===== src/rtl/vga_pkg.sv =====
// Shared types, constants and helpers for the VGA raster timing generator.
package vga_pkg;

    localparam int VGA_CORDW = 11;

    typedef struct packed {
        logic [VGA_CORDW-1:0] h_act;
        logic [VGA_CORDW-1:0] h_fp;
        logic [VGA_CORDW-1:0] h_sync;
        logic [VGA_CORDW-1:0] h_bp;
        logic [VGA_CORDW-1:0] v_act;
        logic [VGA_CORDW-1:0] v_fp;
        logic [VGA_CORDW-1:0] v_sync;
        logic [VGA_CORDW-1:0] v_bp;
    } vga_timing_t;

    typedef enum logic {
        SLOT_EMPTY   = 1'b0,
        SLOT_PENDING = 1'b1
    } slot_state_t;

    localparam vga_timing_t TIMING_600P = '{
        h_act: VGA_CORDW'(800), h_fp: VGA_CORDW'(40), h_sync: VGA_CORDW'(128), h_bp: VGA_CORDW'(88),
        v_act: VGA_CORDW'(600), v_fp: VGA_CORDW'(1),  v_sync: VGA_CORDW'(4),   v_bp: VGA_CORDW'(23)};

    localparam vga_timing_t TIMING_480P = '{
        h_act: VGA_CORDW'(640), h_fp: VGA_CORDW'(16), h_sync: VGA_CORDW'(96), h_bp: VGA_CORDW'(48),
        v_act: VGA_CORDW'(480), v_fp: VGA_CORDW'(10), v_sync: VGA_CORDW'(2),  v_bp: VGA_CORDW'(33)};

    // Two guard bits so four maximal fields cannot overflow the sum.
    function automatic logic [VGA_CORDW+1:0] total(input logic [VGA_CORDW-1:0] act, fp, sync, bp);
        return {2'b00, act} + {2'b00, fp} + {2'b00, sync} + {2'b00, bp};
    endfunction

endpackage


===== src/rtl/vga_timing_gen_if.sv =====
// Timing configuration port: valid/ready offer of a new raster timing plus status pulses.
interface vga_timing_gen_if;
    import vga_pkg::*;

    logic        valid;
    logic        ready;
    vga_timing_t timing;
    logic        err;
    logic        applied;

    modport master (output valid, timing, input ready, err, applied);
    modport slave  (input valid, timing, output ready, err, applied);

endinterface


===== src/rtl/vga_axis_cnt.sv =====
// One raster axis: position counter plus registered last/sync/active flags for that position.
module vga_axis_cnt #(
    parameter int CORDW = vga_pkg::VGA_CORDW
) (
    input  logic             clk_pix,
    input  logic             rst_pix_n,
    input  logic             en,
    input  logic [CORDW-1:0] len_act,
    input  logic [CORDW-1:0] len_fp,
    input  logic [CORDW-1:0] len_sync,
    input  logic [CORDW-1:0] len_bp,
    output logic [CORDW-1:0] count,
    output logic             last,
    output logic             sync_on,
    output logic             active
);
    // Lengths describe the timing in force on the next cycle, so flags stay aligned with count.
    logic [CORDW-1:0] cnt_nxt;
    logic [CORDW+1:0] nxt_w, sync_lo, sync_hi, tot_m1;

    assign sync_lo = {2'b00, len_act} + {2'b00, len_fp};
    assign sync_hi = sync_lo + {2'b00, len_sync};
    assign tot_m1  = sync_hi + {2'b00, len_bp} - 1'b1;
    assign nxt_w   = {2'b00, cnt_nxt};

    always_comb begin
        cnt_nxt = count;
        if (en) begin
            cnt_nxt = last ? '0 : count + 1'b1;
        end
    end

    always_ff @(posedge clk_pix or negedge rst_pix_n) begin
        if (!rst_pix_n) begin
            count   <= '0;
            last    <= 1'b0;
            sync_on <= 1'b0;
            active  <= 1'b1;
        end else begin
            count   <= cnt_nxt;
            last    <= (nxt_w == tot_m1);
            sync_on <= (nxt_w >= sync_lo) && (nxt_w < sync_hi);
            active  <= (nxt_w < {2'b00, len_act});
        end
    end

endmodule


===== src/rtl/vga_timing_gen.sv =====
// Runtime-reprogrammable VGA/DVI raster timing generator; new timings take effect at frame wrap.
// Optional VGA_TIMING_FRAME_CNT_EN adds a 16-bit frame counter output.
//   state        | meaning
//   SLOT_EMPTY   | no timing queued, offers accepted (cfg.ready=1)
//   SLOT_PENDING | validated timing queued, applied at next frame wrap
module vga_timing_gen
    import vga_pkg::*;
#(
    parameter int          CORDW      = VGA_CORDW,
    parameter vga_timing_t DEF_TIMING = TIMING_600P,
    parameter bit          HS_ACT_HI  = 1'b0,
    parameter bit          VS_ACT_HI  = 1'b0
) (
    input  logic             clk_pix,
    input  logic             rst_pix_n,
    vga_timing_gen_if.slave  cfg,
    output logic [CORDW-1:0] sx,
    output logic [CORDW-1:0] sy,
    output logic             hsync,
    output logic             vsync,
    output logic             de,
    output logic             line,
    output logic             frame
`ifdef VGA_TIMING_FRAME_CNT_EN
    ,
    output logic [15:0]      frame_cnt
`endif
);
    localparam logic [VGA_CORDW+1:0] TOT_LIMIT = (VGA_CORDW+2)'(2**VGA_CORDW);

    slot_state_t          state, state_nxt;
    vga_timing_t          cur_t, pend_t, nxt_t, offer_t;
    logic                 load, apply, reject, cfg_ok;
    logic                 err_q, applied_q;
    logic                 h_last, h_sync, h_act, v_last, v_sync, v_act;
    logic [VGA_CORDW+1:0] h_tot, v_tot;

    assign offer_t = cfg.timing;
    assign h_tot   = total(offer_t.h_act, offer_t.h_fp, offer_t.h_sync, offer_t.h_bp);
    assign v_tot   = total(offer_t.v_act, offer_t.v_fp, offer_t.v_sync, offer_t.v_bp);
    assign cfg_ok  = (offer_t.h_act != '0) && (offer_t.h_fp != '0) && (offer_t.h_sync != '0) &&
                     (offer_t.h_bp != '0) && (offer_t.v_act != '0) && (offer_t.v_fp != '0) &&
                     (offer_t.v_sync != '0) && (offer_t.v_bp != '0) &&
                     (h_tot < TOT_LIMIT) && (v_tot < TOT_LIMIT);

    always_ff @(posedge clk_pix or negedge rst_pix_n) begin
        if (!rst_pix_n) begin
            state <= SLOT_EMPTY;
        end else begin
            state <= state_nxt;
        end
    end

    always_comb begin
        state_nxt = state;
        load      = 1'b0;
        apply     = 1'b0;
        reject    = 1'b0;
        case (state)
            SLOT_EMPTY: begin
                if (cfg.valid) begin
                    if (cfg_ok) begin
                        load      = 1'b1;
                        state_nxt = SLOT_PENDING;
                    end else begin
                        reject = 1'b1;
                    end
                end
            end
            SLOT_PENDING: begin
                if (frame) begin
                    apply     = 1'b1;
                    state_nxt = SLOT_EMPTY;
                end
            end
            default: state_nxt = SLOT_EMPTY;
        endcase
    end

    always_ff @(posedge clk_pix or negedge rst_pix_n) begin
        if (!rst_pix_n) begin
            cur_t     <= DEF_TIMING;
            pend_t    <= '0;
            err_q     <= 1'b0;
            applied_q <= 1'b0;
        end else begin
            err_q     <= reject;
            applied_q <= apply;
            if (load) pend_t <= offer_t;
            if (apply) cur_t <= pend_t;
        end
    end

    // Counters see the timing of the upcoming cycle so the (0,0) after a swap is already new.
    assign nxt_t = apply ? pend_t : cur_t;

    vga_axis_cnt #(.CORDW(CORDW)) u_h (
        .clk_pix  (clk_pix),
        .rst_pix_n(rst_pix_n),
        .en       (1'b1),
        .len_act  (nxt_t.h_act),
        .len_fp   (nxt_t.h_fp),
        .len_sync (nxt_t.h_sync),
        .len_bp   (nxt_t.h_bp),
        .count    (sx),
        .last     (h_last),
        .sync_on  (h_sync),
        .active   (h_act)
    );

    vga_axis_cnt #(.CORDW(CORDW)) u_v (
        .clk_pix  (clk_pix),
        .rst_pix_n(rst_pix_n),
        .en       (h_last),
        .len_act  (nxt_t.v_act),
        .len_fp   (nxt_t.v_fp),
        .len_sync (nxt_t.v_sync),
        .len_bp   (nxt_t.v_bp),
        .count    (sy),
        .last     (v_last),
        .sync_on  (v_sync),
        .active   (v_act)
    );

    assign line        = h_last;
    assign frame       = h_last & v_last;
    assign de          = h_act & v_act;
    assign hsync       = HS_ACT_HI ? h_sync : ~h_sync;
    assign vsync       = VS_ACT_HI ? v_sync : ~v_sync;
    assign cfg.ready   = (state == SLOT_EMPTY);
    assign cfg.err     = err_q;
    assign cfg.applied = applied_q;

`ifdef VGA_TIMING_FRAME_CNT_EN
    always_ff @(posedge clk_pix or negedge rst_pix_n) begin
        if (!rst_pix_n) begin
            frame_cnt <= 16'd0;
        end else if (frame) begin
            frame_cnt <= frame_cnt + 16'd1;
        end
    end
`endif

endmodule


===== src/flat_wrapper.sv =====
// flat-port wrapper written by rule: the top's interface ports become plain ports
module vga_timing_gen_flat import vga_pkg::*;
#(
    parameter int          CORDW      = VGA_CORDW,
    parameter vga_timing_t DEF_TIMING = TIMING_600P,
    parameter bit          HS_ACT_HI  = 1'b0,
    parameter bit          VS_ACT_HI  = 1'b0
)
  (clk_pix, rst_pix_n, sx, sy, hsync, vsync, de, line, frame, cfg_valid, cfg_timing, cfg_ready, cfg_err, cfg_applied);
  vga_timing_gen_if cfg_i ();
  input  logic clk_pix;
  input  logic rst_pix_n;
  output logic [CORDW-1:0] sx;
  output logic [CORDW-1:0] sy;
  output logic hsync;
  output logic vsync;
  output logic de;
  output logic line;
  output logic frame;
  input wire logic [$bits(cfg_i.valid)-1:0] cfg_valid;
  input wire logic [$bits(cfg_i.timing)-1:0] cfg_timing;
  output wire logic [$bits(cfg_i.ready)-1:0] cfg_ready;
  output wire logic [$bits(cfg_i.err)-1:0] cfg_err;
  output wire logic [$bits(cfg_i.applied)-1:0] cfg_applied;
  assign cfg_i.valid = cfg_valid;
  assign cfg_i.timing = cfg_timing;
  assign cfg_ready = cfg_i.ready;
  assign cfg_err = cfg_i.err;
  assign cfg_applied = cfg_i.applied;
  vga_timing_gen #(.CORDW(CORDW), .DEF_TIMING(DEF_TIMING), .HS_ACT_HI(HS_ACT_HI), .VS_ACT_HI(VS_ACT_HI)) u_core (.clk_pix(clk_pix), .rst_pix_n(rst_pix_n), .cfg(cfg_i), .sx(sx), .sy(sy), .hsync(hsync), .vsync(vsync), .de(de), .line(line), .frame(frame));
endmodule

===== config.mk =====
export PLATFORM = sky130hd
export DESIGN_NAME = vga_timing_gen_flat
export DESIGN_NICKNAME = d
export VERILOG_FILES = /design/src/rtl/vga_pkg.sv /design/src/rtl/vga_timing_gen_if.sv /design/src/rtl/vga_axis_cnt.sv /design/src/rtl/vga_timing_gen.sv /design/src/flat_wrapper.sv
export SDC_FILE = /design/constraint.sdc
export NUM_CORES = 1
export LEC_CHECK = 0
export ABC_AREA = 1
export CAP_MARGIN = 20
export CORE_MARGIN = 5
export CORE_UTILIZATION = 50
export DETAILED_ROUTE_END_ITERATION = 16
export PLACE_DENSITY = 0.78
export SLEW_MARGIN = 20
export SYNTH_ARGS = -nofsm -noshare
export SYNTH_HDL_FRONTEND = slang
export SYNTH_HIERARCHICAL = 1
export SYNTH_SLANG_ARGS = --single-unit

===== constraint.sdc =====
create_clock -name clk_pix -period 7.1 [get_ports clk_pix]
set_input_delay 2.13 -clock clk_pix [delete_from_list [all_inputs] [get_ports clk_pix]]
set_output_delay 2.13 -clock clk_pix [all_outputs]
set_load 0.05 [all_outputs]

==> results.yml, run 1 <==
synthesis:
  synthesis.area_um2: 16320
  yosys_warnings: 6
  synth_cell_types: 45
  synth-seq-area-share: 0.3190
  async_reset_ff_frac: 1.000
  yosys-top-cells-area: "dfrtp_1 (29%), nand2_1 (19%), ha_1 (13%)"
  synth_area_leader_cell: "dfrtp_1"
  avgSynthCellArea_um2: 7.214
  synthCells: 2262
  synth_edf_count: 0
  synth_top_area_frac: 0.2852
  synth.top_cells.by_count: "nand2_1 (833), inv_1 (370), dfrtp_1 (186)"
  synth_nets: 2565
  synthFlopType: "dfrtp_1"
  synth.most_common_cell: "nand2_1"
  synth_seq_cells: 207
power:
  vdd_drop_max_uv: 180.3
  total_power_mw: 3.579
  power.leakage_nw: 10.54
  p_per_area_nw_per_um2: 191.6
grt:
  overflow: 0
  grt_usage: 0.2338
  grt_pass1_vias: 14480
  grt_max_degree: 96
  antenna_found_initial: 0
  grt_pass1_wl_um: 70440
cts:
  clkSinkCount: 207
  cts_resized: 0
  cts_hold_buf: 0
  clockBufferDepth: 3
  clock_latency_ns: 0.51
  cts-root-buf: "clkbuf_16"
  cts_made_buffers: 22
  path_clk_slew_ns: 0.06
  h-tree-depth: 1
  post_cts_buffers: 0
  cts_tree: "yes"
sta:
  fin_crit_sh: 0.8222
  hold_slack_ns: 0.4681
  fin_tns_setup_ns: 0
  worstMarginPinSlew_ns: 0.9181
  rsz0062_at_grt: "no"
  finalSetupViolations: 0
  max-slew-margin-rel: 0.3879
  skew_ns: 0.01286
  clock.fmax_mhz: 171.3
  finalHoldViolCount: 0
  slew_violations: 0
  min_period_ns: 5.838
  layout_setup_ws_ns: 1.262
placed_design:
  dp_hpwl_um: 33150
  io_buffers: 120
  gp_congestion: 0.9828
  pre_cts_ws_ns: 1.199
  dp.cells: 2782
floorplanning:
  initial_core_util: 0.5041
  io_pins: 121
  die_area_um2: 36350
  die_y_um: 190.7
  design.core.area_um2: 32370
  die_w_um: 190.7
  rows: 66
critical_path:
  cp-start-kind: "flip-flop"
  path_max_fanout: 89
  crit_slowest_cell: "buf_4"
  cpMostUsedCell: "nand2_1"
  worstSetupPathType: "reg2reg"
  cp_slowest_stage_delay_ns: 0.71
  arrival_ns: 6.27
  critPathRequiredTime_ns: 7.53
  end_kind: "flip-flop"
drt:
  wirelength_um: 42090
  vias: 14620
  drc: 0
  viasPerCell: 5.179
  wl_per_cell_um: 14.91
  first_pass_iters: 5
  drt_iter0_markers: 1113
  antenna_left: 0
layout:
  diodes: 0
  final_nets: 2667
  area_delta_synth_final_pct: 14.48
  layout-drive-gt1-share: 0.05714
  instances_no_fill: 2822
min_path:
  hold_path.class: "reg2reg"
run_status:
  outcome: "complete, no violations"
flow_run:
  maxCapViolations: 0
[worst paths after layout]
kind / slack, ns / from / depth (start not counted) / end
setup / recovery: 1.26 / u_core/u_v/last$_DFF_PN0_ / 31 / u_core/u_h/last$_DFF_PN0_
min in group asynchronous: 1.68 / rst_pix_n / 1 / u_core/cur_t[79]$_DFF_PN0_
setup reg to reg: 1.26 / u_core/u_v/last$_DFF_PN0_ / 31 / u_core/u_h/last$_DFF_PN0_
hold / removal: 0.47 / u_core/pend_t[62]$_DFFE_PN0P_ / 2 / u_core/pend_t[62]$_DFFE_PN0P_
max in group asynchronous: 4.11 / rst_pix_n / 2 / u_core/u_v/sync_on$_DFF_PN0_
hold reg to reg: 0.47 / u_core/pend_t[62]$_DFFE_PN0P_ / 2 / u_core/pend_t[62]$_DFFE_PN0P_
[power breakdown]
part           switching [mW]  internal, mW
clock network           0.474         0.709
logic                   0.763         0.384
registers              0.0345          1.21
[placed cells by master, fill, tap and decap left out, drive strengths merged, types with 14 or more instances in the layout]
cell type      Yosys  routed
a21oi             80      80
buf               20      14
clkbuf            36      32
clkdlybuf4s50      0     119
dfrtp            186     186
dfstp             21      21
fa                48      48
ha               164     164
inv              387     388
nand2            844     844
nand3             96      96
nand4            115     115
nor2             133     133
o21ai             28      28
xor2              32      32
[logic make-up (layout without fill, tap and decap cells)]
kind of cell | Yosys count | in the layout | share of synthesized area
AND/OR/NAND/NOR | 1217 | 1217 | 0.3190
buffers and inverters | 444 | 562 | 0.1051
adder cells (fa/ha/maj) | 212 | 212 | 0.1846
flip-flops | 207 | 207 | 0.3190
AO/OA/AOI/OAI | 138 | 138 | 0.04884
XOR/XNOR | 43 | 43 | 0.02308
other | 1 | 1 | 0.0002298
[routing by layer]
layer,track usage,share of wire,vias to the layer above
met5,0,0,-
met4,0.06630,0.026,0
met3,0.03039,0.063,68
met2,0.3616,0.44,481
met1,0.3457,0.48,6784
li1,-,-,7282
[state kept, by name, indices dropped and copies added (netlist names), 11 cells and up]
register / cells
u_core/cur_t: 88
u_core/pend_t: 88
u_core/u_h/count: 11
u_core/u_v/count: 11
[worst max-delay path: cells and delay by family (launching register included)]
family                   cells  cell delay, ns
AO/OA/AOI/OAI                8            1.17
AND/OR/NAND/NOR             13            1.51
XOR/XNOR                     3            0.55
adder cells (fa/ha/maj)      4            1.25
flip-flops                   1            0.44
buffers and inverters        3            0.80
[per-stage QoR]
stage                     area [µm²]  utilization
after floorplan                16320            -
after global placement         17930       0.5539
after detailed placement       17930       0.5539
after CTS                      18680       0.5771
after global routing           18680       0.5771
final                          18680       0.5771
[cell type report]
type,count,area [µm²]
multi-input combinational,1611,9404
inverter,388,1456
clock buffer,31,645.6
timing repair buffer,134,1310
clock inverter,9,105.1
tap,442,553.0
sequential,207,5206
fill,2955,13690
Power figures use the tool's default switching activity.
==> inputs of run 2 (changes only) <==
PLACE_DENSITY = 0.8   (was 0.78)
clock period = 4.8 ns   (was 7.1 ns; I/O delays follow)
==> results.yml, run 2 (synthesis gave the netlist of run 1 again) <==
grt:
  overflow: 0
  antenna_found_initial: 1
  grt_pass1_wl_um: 82240
  grt_usage: 0.2742
  grt_pass1_vias: 16670
  grt_max_degree: 77
power:
  total_power_mw: 5.637
  power.leakage_nw: 11.82
  vdd_drop_max_uv: 311.8
  p_int_mw: 3.618
  p_per_area_nw_per_um2: 262.0
  switching_share: 0.3581
  p_sw_mw: 2.019
  seq_power_share: 0.327
  combPwrFrac: 0.333
  clockPowerShare: 0.339
drt:
  viasPerCell: 5.520
  wirelength_um: 54300
  drt_iter0_markers: 1514
  drc: 0
  wl_per_cell_um: 17.77
  first_pass_iters: 6
  vias: 16860
  antenna_left: 0
flow_run:
  maxCapViolations: 0
layout:
  fillers: 2441
  ff_latch_area_um2: 5210
  diodes: 0
  reg_top3: "u_core/cur_t (88), u_core/pend_t (88)"
  layout-drive-gt1-share: 0.1979
  final_cell_mix: "nand2_1 (795), inv_1 (361), buf_4 (233)"
  final_common_cell: "nand2_1"
  final_nets: 2900
  multi_input_area_um2: 10260
  area_delta_synth_final_pct: 31.85
placed_design:
  gp_congestion: 0.9280
  dp_hpwl_um: 36380
  io_buffers: 120
critical_path:
  cpMostUsedCell: "nand2_1"
  critPathRequiredTime_ns: 5.23
  critical_path.startpoint: "u_core/u_h/last$_DFF_PN0_"
  reg2reg_from: "u_core/u_h/last$_DFF_PN0_"
  cp-start-kind: "flip-flop"
  cp_slowest_stage_delay_ns: 0.42
  worst_r2r_path_depth: 32
  worstSetupEndpoint: "u_core/u_h/last$_DFF_PN0_"
  rrSetupSlack_ns: -0.29
  crit_slowest_cell: "dfrtp_4"
  end_kind: "flip-flop"
  arrival_ns: 5.52
  worstSetupPathType: "reg2reg"
  reg2reg_to: "u_core/u_h/last$_DFF_PN0_"
  path_max_fanout: 7
floorplanning:
  die_w_um: 190.7
  die_y_um: 190.7
  io_pins: 121
  design.core.area_um2: 32370
  die_area_um2: 36350
  rows: 66
  initial_core_util: 0.5041
cts:
  h-tree-depth: 1
  clkSinkCount: 207
  path_clk_slew_ns: 0.06
  cts_hold_buf: 0
  clockBufferDepth: 3
  clock_latency_ns: 0.52
  cts-root-buf: "clkbuf_16"
  cts_made_buffers: 22
  cts_tree: "yes"
sta:
  fin_tns_setup_ns: -0.6079
  min_period_ns: 5.089
  clock.fmax_mhz: 196.5
  finalHoldViolCount: 0
  hold_slack_ns: 0.4743
  fin_crit_sh: 1.060
  rsz0062_at_grt: "yes"
  skew_ns: 0.02463
  layout_setup_ws_ns: -0.2890
  max-slew-margin-rel: 0.4266
  finalSetupViolations: 3
  slew_violations: 0
  worstMarginPinSlew_ns: 0.8511
min_path:
  hold_path.class: "reg2reg"
run_status:
  outcome: "complete, but fails checks"
  violations: "negative setup slack"
## run 2: changes by cell type in the layout (fill, tap and decap cells not counted), moves of 10 or more
cell | previous run | this run
ha_1 | 164 | 137
o21ai_0 | 23 | 13
nand2_1 | 833 | 795
ha_4 | 0 | 25
a21oi_1 | 75 | 52
a21oi_2 | 4 | 21
nor2_1 | 121 | 111
xor2_1 | 32 | 18
nand2_2 | 11 | 40
xor2_2 | 0 | 14
buf_4 | 14 | 233
## run 2: final cells by class
cell class,instances,share of cell area
well taps,442,0.02570
clock buffers,30,0.02983
clock inverters,10,0.007734
repair buffers,367,0.1496
flip-flops and latches,207,0.2421
inverters,388,0.06798
multi-input cells,1611,0.4770
## run 2: worst max-delay path: cells and delay by family (launching register included)
family	cells	cell delay [ns]
compound gates	6	0.91
xor+xnor	3	0.68
fa+ha+maj	4	1.11
buf+inv	7	0.71
flops	1	0.42
simple gates	12	1.20
## run 2: power groups by stage
| stage | registers (mW) | clock network [mW] | logic (mW) |
|---|---|---|---|
| final | 1.85 | 1.91 | 1.88 |
| after global routing | 1.85 | 2.00 | 2.05 |
| after CTS | 1.85 | 1.90 | 1.79 |
| after detailed placement | 1.88 | 0 | 1.77 |
| after global placement | 1.88 | 0 | 1.71 |
| after floorplan | 2.01 | 0 | 1.05 |
## run 2: what timing repair did
item,CTS,global route
pin swaps,45,77
cloned,2,0
setup endpoints to repair,2,4
buffers inserted,31,16
gates resized for setup,72,103
## run 2: metal layers
metal  GRT usage  part of all wire
met3     0.03955             0.081
met2      0.4689              0.48
met5           0           0.00013
met4     0.09033             0.048
met1      0.3593              0.39
## run 2: worst min-delay path by stage
| stage | start | end | slack [ns] | cells after the start |
|---|---|---|---|---|
| after global routing | u_core/cur_t[1]$_DFF_PN1_ | u_core/cur_t[1]$_DFF_PN1_ | 0.50 | 2 |
| after floorplan | u_core/cur_t[10]$_DFF_PN0_ | u_core/cur_t[10]$_DFF_PN0_ | 0.44 | 2 |
| final | u_core/pend_t[47]$_DFFE_PN0P_ | u_core/pend_t[47]$_DFFE_PN0P_ | 0.47 | 2 |
| after detailed placement | u_core/pend_t[19]$_DFFE_PN0P_ | u_core/pend_t[19]$_DFFE_PN0P_ | 0.46 | 2 |
| after global placement | u_core/pend_t[60]$_DFFE_PN0P_ | u_core/pend_t[60]$_DFFE_PN0P_ | 0.46 | 2 |
| after CTS | u_core/pend_t[19]$_DFFE_PN0P_ | u_core/pend_t[19]$_DFFE_PN0P_ | 0.47 | 2 |
## run 2: metrics by stage
stage | worst slack, ns | utilization | area [µm²] | instances
after floorplan | -0.07389 | - | 16440 | 2262
after global placement | -0.1631 | 0.6018 | 19480 | 2967
after detailed placement | -0.2709 | 0.6018 | 19480 | 2967
after CTS | 0.004168 | 0.6470 | 20940 | 3040
after global routing | -0.4858 | 0.6647 | 21520 | 3055
final | -0.2890 | 0.6647 | 21520 | 3055
